$ cat src/rtl/pc_alu_core.sv
// pc_alu_core: 4-bit PC sequencing a fixed 16-entry control ROM that selects an 8-bit ALU op on a/b.
// Optional build macro ALU_OUT_REG_EN registers alu_result/zero for one cycle of latency.
module pc_alu_core #(
    parameter int DATA_W = 8,
    parameter int PC_W   = 4
) (
    input  logic              clk,
    input  logic              reset,
    input  logic [PC_W-1:0]   pc_in,
    input  logic              pc_load,
    input  logic [DATA_W-1:0] a,
    input  logic [DATA_W-1:0] b,
    output logic [DATA_W-1:0] alu_result,
    output logic              zero
);

    typedef enum logic [PC_W-1:0] {
        OP_ADD  = 'd0,
        OP_SUB  = 'd1,
        OP_AND  = 'd2,
        OP_OR   = 'd3,
        OP_XOR  = 'd4,
        OP_SLL  = 'd5,
        OP_SRL  = 'd6,
        OP_SRA  = 'd7,
        OP_SLT  = 'd8,
        OP_SLTU = 'd9
    } op_e;

    logic [PC_W-1:0]   pc_d, pc_q;
    op_e               op;
    logic [DATA_W-1:0] alu_result_d;
    logic              zero_d;

    always_comb begin
        pc_d = pc_q + 1'b1;
        if (reset) begin
            pc_d = '0;
        end else if (pc_load) begin
            pc_d = pc_in;
        end
    end

    always_ff @(posedge clk) begin
        pc_q <= pc_d;
    end

    // ROM contents are the identity map, so the opcode is the PC itself; 10..15 fall to reserved.
    always_comb begin
        op = op_e'(pc_q);
    end

    always_comb begin
        alu_result_d = '0;
        case (op)
            OP_ADD:  alu_result_d = a + b;
            OP_SUB:  alu_result_d = a - b;
            OP_AND:  alu_result_d = a & b;
            OP_OR:   alu_result_d = a | b;
            OP_XOR:  alu_result_d = a ^ b;
            OP_SLL:  alu_result_d = a << b[2:0];
            OP_SRL:  alu_result_d = a >> b[2:0];
            OP_SRA:  alu_result_d = $signed(a) >>> b[2:0];
            OP_SLT:  alu_result_d = {{(DATA_W-1){1'b0}}, ($signed(a) < $signed(b))};
            OP_SLTU: alu_result_d = {{(DATA_W-1){1'b0}}, (a < b)};
            default: alu_result_d = '0;
        endcase
        zero_d = (alu_result_d == '0);
    end

`ifdef ALU_OUT_REG_EN
    logic [DATA_W-1:0] alu_result_q;
    logic              zero_q;

    always_ff @(posedge clk) begin
        if (reset) begin
            alu_result_q <= '0;
            zero_q       <= 1'b1;
        end else begin
            alu_result_q <= alu_result_d;
            zero_q       <= zero_d;
        end
    end

    assign alu_result = alu_result_q;
    assign zero       = zero_q;
`else
    assign alu_result = alu_result_d;
    assign zero       = zero_d;
`endif

endmodule

$ cat config.mk
export PLATFORM = sky130hd
export DESIGN_NAME = pc_alu_core
export DESIGN_NICKNAME = d
export VERILOG_FILES = /design/src/rtl/pc_alu_core.sv
export SDC_FILE = /design/constraint.sdc
export NUM_CORES = 1
export LEC_CHECK = 0
export CORE_UTILIZATION = 50
export DETAILED_ROUTE_END_ITERATION = 8
export GPL_TIMING_DRIVEN = 0
export PLACE_DENSITY = 0.85
export SYNTH_ARGS = -nofsm -noshare
export SYNTH_HDL_FRONTEND = slang
export SYNTH_SLANG_ARGS = --single-unit
$ cat constraint.sdc
create_clock -name clk -period 3.4 [get_ports clk]
set_clock_uncertainty 0.15 [all_clocks]
set_input_delay 0.68 -clock clk [delete_from_list [all_inputs] [get_ports clk]]
set_output_delay 0.68 -clock clk [all_outputs]
set_load 0.01 [all_outputs]
Yosys cells after proc, flatten, opt, wreduce, memory -nomap -nowiden
Index checks and enable logic that the tools add are counted.
Widths: inputs -> output; s select.
- register bits after elaboration: 4
- bits in latches: 0
- RAM bits: 0
- bits in read-only memories: 0
- word-level logic and storage cells: 25
- memories: 0
- add/sub/neg operators: 3
- multiply operators: 0
- div/mod/pow operators: 0
- $lt $le $gt $ge: 2
- eq/ne operators: 9
- shifts and indexed selects: 3
- muxes and demuxes: 2
- bitwise gates (word level): 3
- reduce and logical (&&, ||, !) cells: 2
- operator list (operator ; count):
    $pmux 8 s10 ; 1
    $eq 4x3->1 const B ; 4
    $lt 8x8->1 ; 2
    $add 8x8->8 ; 1
    $and 8x8->8 ; 1
    $eq 4x2->1 const B ; 2
    $eq 4x4->1 const B ; 2
    $logic_not 8->1 ; 1
    $or 8x8->8 ; 1
    $shl 8x3->8 ; 1
    $shr 8x3->8 ; 1
    $sshr 8x3->8 ; 1
    $sub 8x8->8 ; 1
    $xor 8x8->8 ; 1
    $add 4x1->4 const B ; 1
    $eq 4x1->1 const B ; 1
    $logic_not 4->1 ; 1
    $mux 4 ; 1

Logic depth before layout (Yosys ltp)
Gate-level depths: netlist (run 1).
- depth in word-level cells: 3
- mapped depth: 10

Worst setup path before layout (run 1)
OpenSTA, ideal clock, no wires.
- path type: input -> output
- start point: in b[2]
- end point: out zero
- arrival time: 2.777 ns
- slack: -0.207 ns
- stages: 9
- buffers on the path: 1
- path through: clkinv_1 > ha_1 > buf_2 > nor3b_2 > o31ai_1 > a211o_1 > a311o_1 > or3_1 > nor4_2
- longest elaborated chain between the ends: 3
- ends and longest elaborated chain (item ; RTL line ; text):
    start: declaration ; 12 ; input logic [DATA_W-1:0] b,
    $lt 8x8->1, or another cell as far along ; 65 ; OP_SLTU: alu_result_d = {{(DATA_W-1){1'b0}}, (a < b)};
    $pmux 8 s10 (*) ; 55 ; case (op)
    net alu_result[0] ; 13 ; output logic [DATA_W-1:0] alu_result,
    $logic_not 8->1 (*) ; 68 ; zero_d = (alu_result_d == '0);
    end: declaration ; 14 ; output logic zero
Mark *: on every way through the listed nets, which the timed path passes. The rest lies on a longest branch.

Worst setup path after layout (run 1)
- start point: in a[0]
- end point: out zero
- longest elaborated chain between the ends: 3
- ends and longest elaborated chain (item ; RTL line ; text):
    start: declaration ; 11 ; input logic [DATA_W-1:0] a,
    $sub 8x8->8, or another cell as far along ; 57 ; OP_SUB: alu_result_d = a - b;
    $pmux 8 s10 (*) ; 55 ;
    $logic_not 8->1 (*) ; 68 ;
Mark *: on every way between the ends. The rest lies on a longest branch, timed or not.

==> results of run 1 <==
[per-stage QoR]
step | hold WS, ps | TNS (ps) | utilization [%] | instance area, um2 | instances
final | 445 | -644 | 76.0 | 3040 | 383
after global routing | 476 | -763 | 76.0 | 3040 | 383
after CTS | 449 | -574 | 72.5 | 2900 | 379
after detailed placement | 457 | -9760 | 61.3 | 2450 | 353
after global placement | 445 | -9630 | 61.3 | 2450 | 353
after floorplan | 408 | -106 | - | 2090 | 273
[synthesized netlist by cell type, types with 3 or more instances]
cell,n
a211oi_1,3
nor3_1,12
o21ai_0,13
nand2_1,17
nand2b_1,8
inv_1,28
mux4_2,5
dfxtp_1,4
o211ai_1,4
nand3b_1,4
or3_1,3
buf_2,7
buf_6,3
a32oi_1,3
o21bai_1,3
a221oi_1,3
nand3_1,11
nor2_1,13
clkbuf_1,4
nor2b_1,7
ha_1,29
o31ai_1,5
xnor2_1,3
a21oi_1,23
mux4_1,4
a31oi_1,3
mux2_2,4
[report_power, final]
part	switching [W]	internal (W)	total (W)
Clock	0.0000217	0.0000752	0.0000969
Combinational	0.000282	0.000257	0.000539
Sequential	0.00000369	0.0000509	0.0000546
[routing by layer]
metal / track usage [%] / vias up
li1: - / 1149
met1: 42.1 / 1207
met2: 59.4 / 215
met3: 4.83 / 42
met4: 16.2 / 0
met5: 0 / -
[cell usage in the layout (no fill, tap or decap), drive strengths merged, types with 6 or more instances in the layout]
cell type    Yosys  layout
a21oi           23      23
buf             12      52
clkbuf           4      10
dlygate4sd2      0       6
ha              29      29
inv             28      29
mux4             9       9
nand2           17      17
nand2b           8       8
nand3           11      11
nor2            13      13
nor2b            7       7
nor3            12      12
o21ai           13      13
[worst min path at each step]
stage,end,slack [ps],cells after the start
global placement,op[0],450,3
floorplan,op[0],410,3
CTS,op[0],450,3
global route,op[0],480,3
detailed placement,op[0],460,3
finish,op[0],450,3
[repair_timing]
action                                  in CTS  in global routing
buffers inserted                            23                  5
endpoints found under the setup margin       9                  7
pin swaps                                   26                 17
resized for setup                          151                 34
[worst register-to-register path: cells and delay by family (launching register included)]
family | cells | cell delay, ps
XOR/XNOR | 1 | 150
AND/OR/NAND/NOR | 3 | 220
flip-flops | 1 | 440
buffers and inverters | 2 | 540
AO/OA/AOI/OAI | 1 | 130
[area by class of cell]
| class | instances | area share, % |
|---|---|---|
| inverters | 29 | 4.16 |
| repair buffers | 58 | 17.3 |
| multi-input cells | 224 | 69.1 |
| flip-flops and latches | 4 | 2.68 |
| well taps | 50 | 2.06 |
| clock buffers | 3 | 1.36 |
| plain buffers | 15 | 3.29 |
[logic make-up after synthesis]
kind of cell / Yosys count / synth area share [%]
DFF: 4 / 3.86
buffers and inverters: 45 / 10.0
muxes: 16 / 14.2
AOI/OAI and AO/OA: 81 / 26.6
and+or+nand+nor: 92 / 24.3
xor gates and xnor gates: 4 / 1.69
adders and majority gates: 31 / 19.4
==> flow_summary.toml, run 1 <==
[cts]
cts_tree = "yes"
ctsHtreeMaxLevel = 1
numCtsBuffers = 3
cts_root_buffer = "clkbuf_8"
cts_max_path_buffers = 2
ctsHoldBuffers = 0
insertion_delay_ps = 210
clock_sinks = 4
clk_pin_slew_ps = 30

[critical_path]
r2r_cells = 7
crit_path_top_delay_cell = "or3_4"
worstReg2RegStart = "op[2]"
cp_num_cells = 13
cp-start-kind = "input pin"
crit_end = "zero"
worstPathArrival_ps = 2930
critPathRequiredTime_ps = 2570
r2r_slack_ps = 1670
critical_path_class = "input pin to output port"
crit_family = "simple AND/OR/NAND/NOR gates"
crit_path_max_incr_delay_ps = 400
crit_path_end_kind = "output port"
startpoint = "a[0]"
path_cells = "buf_8 > inv_6 > ha_4 > inv_2 > fa_2 > nor3b_4 > buf_6 > o31ai_4 > o311a_1 > o211ai_1 > or3_4 > nor4_4 > buf_2"
crit_fanout = 3
cp.buffers_inverters = 5
reg2reg_to = "op[3]"

[route]
drt-total-wl_mm = 7.84
dr_total_vias = 2613
vias_per_cell = 6.82
wire_per_inst_um = 20.5
route.detailed.drc = 0
wl_met3_um = 767
drtPass1Iterations = 5
wl_met2_mm = 3.78
drtAntennaViolNets = 0
highest_layer = "met4"
wl_met1_mm = 2.96
drt_first_iter_violations = 366

[sta]
relSlewSlack_pct = 60.2
post-route-min-period_ps = 3760
rsz0062_at_grt = "yes"
finalHoldViolCount = 0
slew_viol_final = 0
layout_setup_ws_ps = -359
tightestPinTransition_ps = 597
max_freq_mhz = 266
setup_viol = 4
finalCritPeriodShare_pct = 111

[floorplan]
die_area_um2 = 4410
initial_core_util_pct = 51.9
dieHeight_um = 66.4
die_w_um = 66.4
ios = 32
rows = 23
core_um2 = 4000

[global_routing]
grt_max_degree = 12
antenna_found_initial = 0
overflow = 0
grt_pass1_wl_mm = 11.5
grt_pass1_vias = 2403
grt_use_total_pct = 34.6

[synthesis]
ys.flop_type = "dfxtp_1"
syn_area_per_cell_um2 = 7.60
synth_area_um2 = 2080
syn-instance-count = 273
syn_nets = 327
synth_edf_count = 0
yosys_warnings = 0
ys_ff_latch = 4
yosysSeqAreaShare_pct = 3.86
ys_types = 62
synth_area_leaders = "ha_1 (17%), a21oi_1 (5.5%), mux4_2 (5.4%), inv_1 (5.1%), mux4_1 (5.1%)"
yosys.area.top_type = "ha_1"
synthArstFlopShare_pct = 0
synth_top_area_share_pct = 17.5

[power]
finalPower_w = 0.000690
p_leak_nw = 1.27
ir_drop_mv = 0.352
powerDensity_nw_per_um2 = 227

[cells_and_area]
largest_reg_flops = 4
n_antenna_cell = 0
fin_nets = 389
drive_above_1_share_pct = 37.5
final-seq-area_um2 = 81.3
fill_cells = 300
multiInputGateArea_um2 = 2100
area_growth_syn_to_layout_pct = 46.4

[flow_run]
cap_violations = 0

[place]
hpwl_mm = 4.94
pre_cts_ws_ps = -1600
io_buffer_count = 30
gp_congestion = 0.979

[outcome]
violations = "setup timing"
status = "finished with violations"

[hold_path]
min_from = "op[0]"
worstHoldPathType = "register to register"
No activity file was read; power rests on OpenSTA's default activity.
==> run 2: changes to the inputs <==
--- a/config.mk
+++ b/config.mk
@@ -6,9 +6,11 @@
 export NUM_CORES = 1
 export LEC_CHECK = 0
 export CORE_UTILIZATION = 50
+export CTS_CLUSTER_DIAMETER = 100
+export CTS_CLUSTER_SIZE = 24
 export DETAILED_ROUTE_END_ITERATION = 8
 export GPL_TIMING_DRIVEN = 0
-export PLACE_DENSITY = 0.85
+export PLACE_DENSITY = 0.88
 export SYNTH_ARGS = -nofsm -noshare
 export SYNTH_HDL_FRONTEND = slang
 export SYNTH_SLANG_ARGS = --single-unit
==> flow_summary.toml, run 2 (synthesized netlist as in run 1, its figures left out) <==
[outcome]
status = "finished with violations"
violations = "setup timing"

[floorplan]
ios = 32
dieHeight_um = 66.4
die_w_um = 66.4
rows = 23
initial_core_util_pct = 51.9
die_area_um2 = 4410
core_um2 = 4000

[cts]
ctsHtreeMaxLevel = 1
numCtsBuffers = 3
cts_tree = "yes"
cts_max_path_buffers = 2
clk_pin_slew_ps = 30
ctsHoldBuffers = 0
insertion_delay_ps = 220
clock_sinks = 4
cts_root_buffer = "clkbuf_8"

[sta]
finalCritPeriodShare_pct = 109
relSlewSlack_pct = 58.4
tightestPinTransition_ps = 624
post-route-min-period_ps = 3710
setup_viol = 3
finalHoldViolCount = 0
rsz0062_at_grt = "yes"
layout_setup_ws_ps = -313
slew_viol_final = 0
max_freq_mhz = 269

[route]
drtAntennaViolNets = 0
route.detailed.drc = 0
drtPass1Iterations = 5
drt-total-wl_mm = 7.59
drt_first_iter_violations = 461
dr_total_vias = 2570
vias_per_cell = 6.89
wire_per_inst_um = 20.3

[cells_and_area]
area_growth_syn_to_layout_pct = 39.5
largest_reg_flops = 4
final_util_pct = 72.4
fin_nets = 379
final-seq-area_um2 = 81.3
drive_above_1_share_pct = 34.7
multiInputGateArea_um2 = 2080
n_antenna_cell = 0
final_common_cell = "buf_4"
fill_cells = 311
final_cell_mix = "buf_4 (24), a21oi_1 (19), ha_1 (19), nand2_1 (17), inv_1 (15)"

[critical_path]
worstReg2RegStart = "op[2]"
crit_end = "zero"
startpoint = "a[0]"
cp-start-kind = "input pin"
critPathRequiredTime_ps = 2570
crit_fanout = 3
reg2reg_to = "op[3]"
critical_path_class = "input pin to output port"
crit_path_end_kind = "output port"
r2r_cells = 7
worstPathArrival_ps = 2880
r2r_slack_ps = 1590

[global_routing]
grt_pass1_vias = 2403
overflow = 0
grt_use_total_pct = 34.5
antenna_found_initial = 0
grt_pass1_wl_mm = 11.5
grt_max_degree = 12

[power]
finalPower_w = 0.000659
p_leak_nw = 1.19
powerDensity_nw_per_um2 = 228
ir_drop_mv = 0.300

[hold_path]
worstHoldPathType = "register to register"
min_from = "op[0]"

[place]
hpwl_mm = 5.11
io_buffer_count = 30
gp_congestion = 1.00

[flow_run]
cap_violations = 0
==> run 2: cell types whose count changed in the layout (fill, tap and decap cells not counted), moves of 2 or more <==
| cell | previous run | this run |
|---|---|---|
| clkdlybuf4s15_2 | 0 | 2 |
| o21ai_1 | 0 | 2 |
| inv_2 | 12 | 9 |
| a21oi_1 | 21 | 19 |
| inv_1 | 13 | 15 |
| dlygate4sd2_1 | 6 | 4 |
| buf_6 | 15 | 8 |
| buf_8 | 3 | 1 |
| a21oi_2 | 1 | 3 |
==> run 2: per-layer routing <==
metal  share of wire, %  vias up  wire, um  GRT usage (%)
met2                 48      195      3620           58.7
li1                   -     1128         -              -
met4                4.6        0       351           17.3
met1                 38     1202      2910           42.2
met3                9.4       45       710           4.48
met5                  0        -         0              0
==> run 2: power by group <==
| part | switching [W] | internal, W | total [W] | leakage, nW |
|---|---|---|---|---|
| registers | 0.00000394 | 0.0000509 | 0.0000549 | 0.0334 |
| logic | 0.000272 | 0.000229 | 0.000502 | 1.14 |
| clock network | 0.0000272 | 0.0000757 | 0.000103 | 0.0216 |
| total | 0.000303 | 0.000356 | 0.000659 | 1.19 |
==> run 2: worst min-delay path by stage <==
stage / endpoint / slack, ps / cells past startpoint
floorplan: op[0] / 410 / 3
global placement: op[0] / 440 / 3
finish: op[0] / 430 / 3
detailed placement: op[0] / 460 / 3
global route: op[0] / 490 / 3
CTS: op[0] / 440 / 3
==> run 2: final cells by class <==
class | instances | share of cell area [%]
buffer | 15 | 3.46
clock buffer | 3 | 1.43
inverter | 29 | 4.58
multi-input combinational | 224 | 71.7
sequential | 4 | 2.81
tap | 50 | 2.16
timing repair buffer | 48 | 13.8
==> run 2: timing repair <==
action	CTS	global route
gates resized for setup	136	26
pin swaps	16	15
endpoints found under the setup margin	9	7
setup buffers	15	3
cloned	0	0
==> run 2: worst max-delay path, stage by stage <==
cell and delay, ps:
buf_8 100, inv_4 50, ha_4 140, inv_2 40, fa_2 350, nor3b_4 170
buf_6 120, o31ai_4 160, o311a_1 230, o211ai_1 130, or3_4 410, nor4_4 130
buf_2 170
==> run 2: stage by stage <==
step	instances	hold WS [ps]	TNS (ps)	worst slack, ps	area, um2
after floorplan	273	408	-106	-106	2090
after global placement	353	443	-9560	-1550	2450
after detailed placement	353	456	-10070	-1600	2450
after CTS	370	443	-443	-375	2790
after global routing	373	493	-580	-352	2900
final	373	434	-442	-313	2900
==> run 3: changes to the inputs <==
--- a/config.mk
+++ b/config.mk
@@ -11,6 +11,7 @@
 export DETAILED_ROUTE_END_ITERATION = 8
 export GPL_TIMING_DRIVEN = 0
 export PLACE_DENSITY = 0.88
+export REMOVE_ABC_BUFFERS = 1
 export SYNTH_ARGS = -nofsm -noshare
 export SYNTH_HDL_FRONTEND = slang
 export SYNTH_SLANG_ARGS = --single-unit
==> flow_summary.toml, run 3 (synthesized netlist as in run 1, its figures left out) <==
[global_routing]
grt_use_met2_pct = 58.9
grt_pass1_vias = 2429
top_usage_layer = "met2"
use_met1_pct = 41.5
grt_pass1_wl_mm = 11.6
antenna_found_initial = 0
grtUsageMet3_pct = 5.34
grt_max_degree = 27
grt_use_total_pct = 34.8
overflow = 0

[sta]
whs_ps = 453
finalHoldViolCount = 0
rsz0062_at_grt = "yes"
relSlewSlack_pct = 56.2
layout_setup_ws_ps = -324
max_freq_mhz = 269
slew_viol_final = 0
tightestPinTransition_ps = 654
finalCritPeriodShare_pct = 110
post-route-min-period_ps = 3720
setup_viol = 2

[place]
io_buffer_count = 31
hpwl_mm = 4.61
dp.cells = 338
gp_congestion = 0.953

[floorplan]
rows = 23
ios = 32
initial_core_util_pct = 51.9
core_um2 = 4000
die_area_um2 = 4410
dieHeight_um = 66.4
die_w_um = 66.4

[cts]
ctsHtreeMaxLevel = 1
clock_sinks = 4
cts_root_buffer = "clkbuf_8"
clk_pin_slew_ps = 30
numCtsBuffers = 3
cts_tree = "yes"
ctsHoldBuffers = 0
insertion_delay_ps = 220
cts_max_path_buffers = 2

[power]
combPwrFrac_pct = 75.6
ir_drop_mv = 0.271
p_leak_nw = 1.21
p_switching_w = 0.000305
p_int_w = 0.000366
p_clk_share_pct = 14.8
powerDensity_nw_per_um2 = 228
sw_frac_of_total_pct = 45.5
share_seq_of_total_power_pct = 9.6

[hold_path]
min_from = "op[0]"
worstHoldPathType = "register to register"

[critical_path]
crit_path_max_incr_delay_ps = 400
r2r_slack_ps = 1880
crit_path_top_delay_cell = "or3_1"
path_cells = "buf_8 > inv_6 > ha_4 > inv_4 > fa_2 > nor3b_4 > o31ai_4 > a211o_1 > a311o_1 > or3_1 > nor4_2 > buf_2"
worstPathArrival_ps = 2890
reg2reg_to = "op[3]"
crit_end = "zero"
crit_path_end_kind = "output port"
crit_fanout = 3
worstReg2RegStart = "op[2]"
crit_family = "simple AND/OR/NAND/NOR gates"
cp.buffers_inverters = 4
critical_path_class = "input pin to output port"
critPathRequiredTime_ps = 2570
cp_num_cells = 12
startpoint = "a[0]"
r2r_cells = 5
cp-start-kind = "input pin"

[cells_and_area]
n_antenna_cell = 0
layout.cells.non_filler = 362
final_cell_mix = "a21oi_1 (19), ha_1 (18), inv_1 (17), nand2_1 (17), buf_4 (16)"
final_common_cell = "a21oi_1"
fill_cells = 263
final_util_pct = 73.5
fin_nets = 368
drive_above_1_share_pct = 35.3
area_growth_syn_to_layout_pct = 41.7
largest_reg_flops = 4

[outcome]
status = "finished with violations"
violations = "setup timing"

[route]
route.detailed.drc = 0
drt_first_iter_violations = 425
drt-total-wl_mm = 8.15
wire_per_inst_um = 22.5
vias_per_cell = 7.07
drtAntennaViolNets = 0
dr_total_vias = 2560
drtPass1Iterations = 6

[flow_run]
cap_violations = 0
run 3: final cells by class:
type | instances | area (um2) | share of cell area (%)
clock buffers | 3 | 41.3 | 1.40
inverters | 29 | 128 | 4.34
multi-input cells | 224 | 2100 | 71.4
flip-flops and latches | 4 | 83.8 | 2.85
well taps | 50 | 62.6 | 2.13
repair buffers | 52 | 526 | 17.9
run 3: worst reg2reg max path, delay by kind of cell (launching register included):
kind | cells | cell delay [ps]
compound gates | 1 | 130
xor+xnor | 1 | 180
flops | 1 | 630
simple gates | 3 | 300
run 3: routing by layer:
layer	wire length, um	part of all wire, %	vias to the layer above
met5	0	0	-
met4	484	5.9	0
met3	916	11	62
met2	3850	47	220
met1	2890	35	1175
li1	-	-	1103
run 3: power groups by stage:
stage	Sequential [W]	Clock [W]	Combinational [W]
2_1_floorplan	0.0000583	0	0.000220
3_3_place_gp	0.0000615	0	0.000355
3_5_place_dp	0.0000618	0	0.000364
4_1_cts	0.0000614	0.000100	0.000424
5_1_grt	0.0000647	0.000103	0.000532
6_report	0.0000643	0.0000992	0.000508
run 3: worst min path at each step:
stage            end  depth (start not counted)
2_1_floorplan  op[0]                          3
3_3_place_gp   op[0]                          3
3_5_place_dp   op[0]                          3
4_1_cts        op[0]                          3
5_1_grt        op[0]                          3
6_report       op[0]                          3
run 3: per-stage QoR:
| step | setup slack [ps] | setup TNS [ps] | power [W] | cell area [um2] |
|---|---|---|---|---|
| finish | -324 | -351 | 0.000671 | 2940 |
| global route | -436 | -588 | 0.000700 | 2940 |
| CTS | -409 | -1320 | 0.000585 | 2730 |
| detailed placement | -2180 | -14420 | 0.000425 | 2350 |
| global placement | -2150 | -14140 | 0.000417 | 2350 |
| floorplan | -185 | -185 | 0.000279 | 1980 |
run 3: repair_timing:
action,in CTS,in global routing
buffers inserted,14,6
resized for setup,126,58
cloned,1,1
pin swaps,18,20
endpoints found under the setup margin,9,9
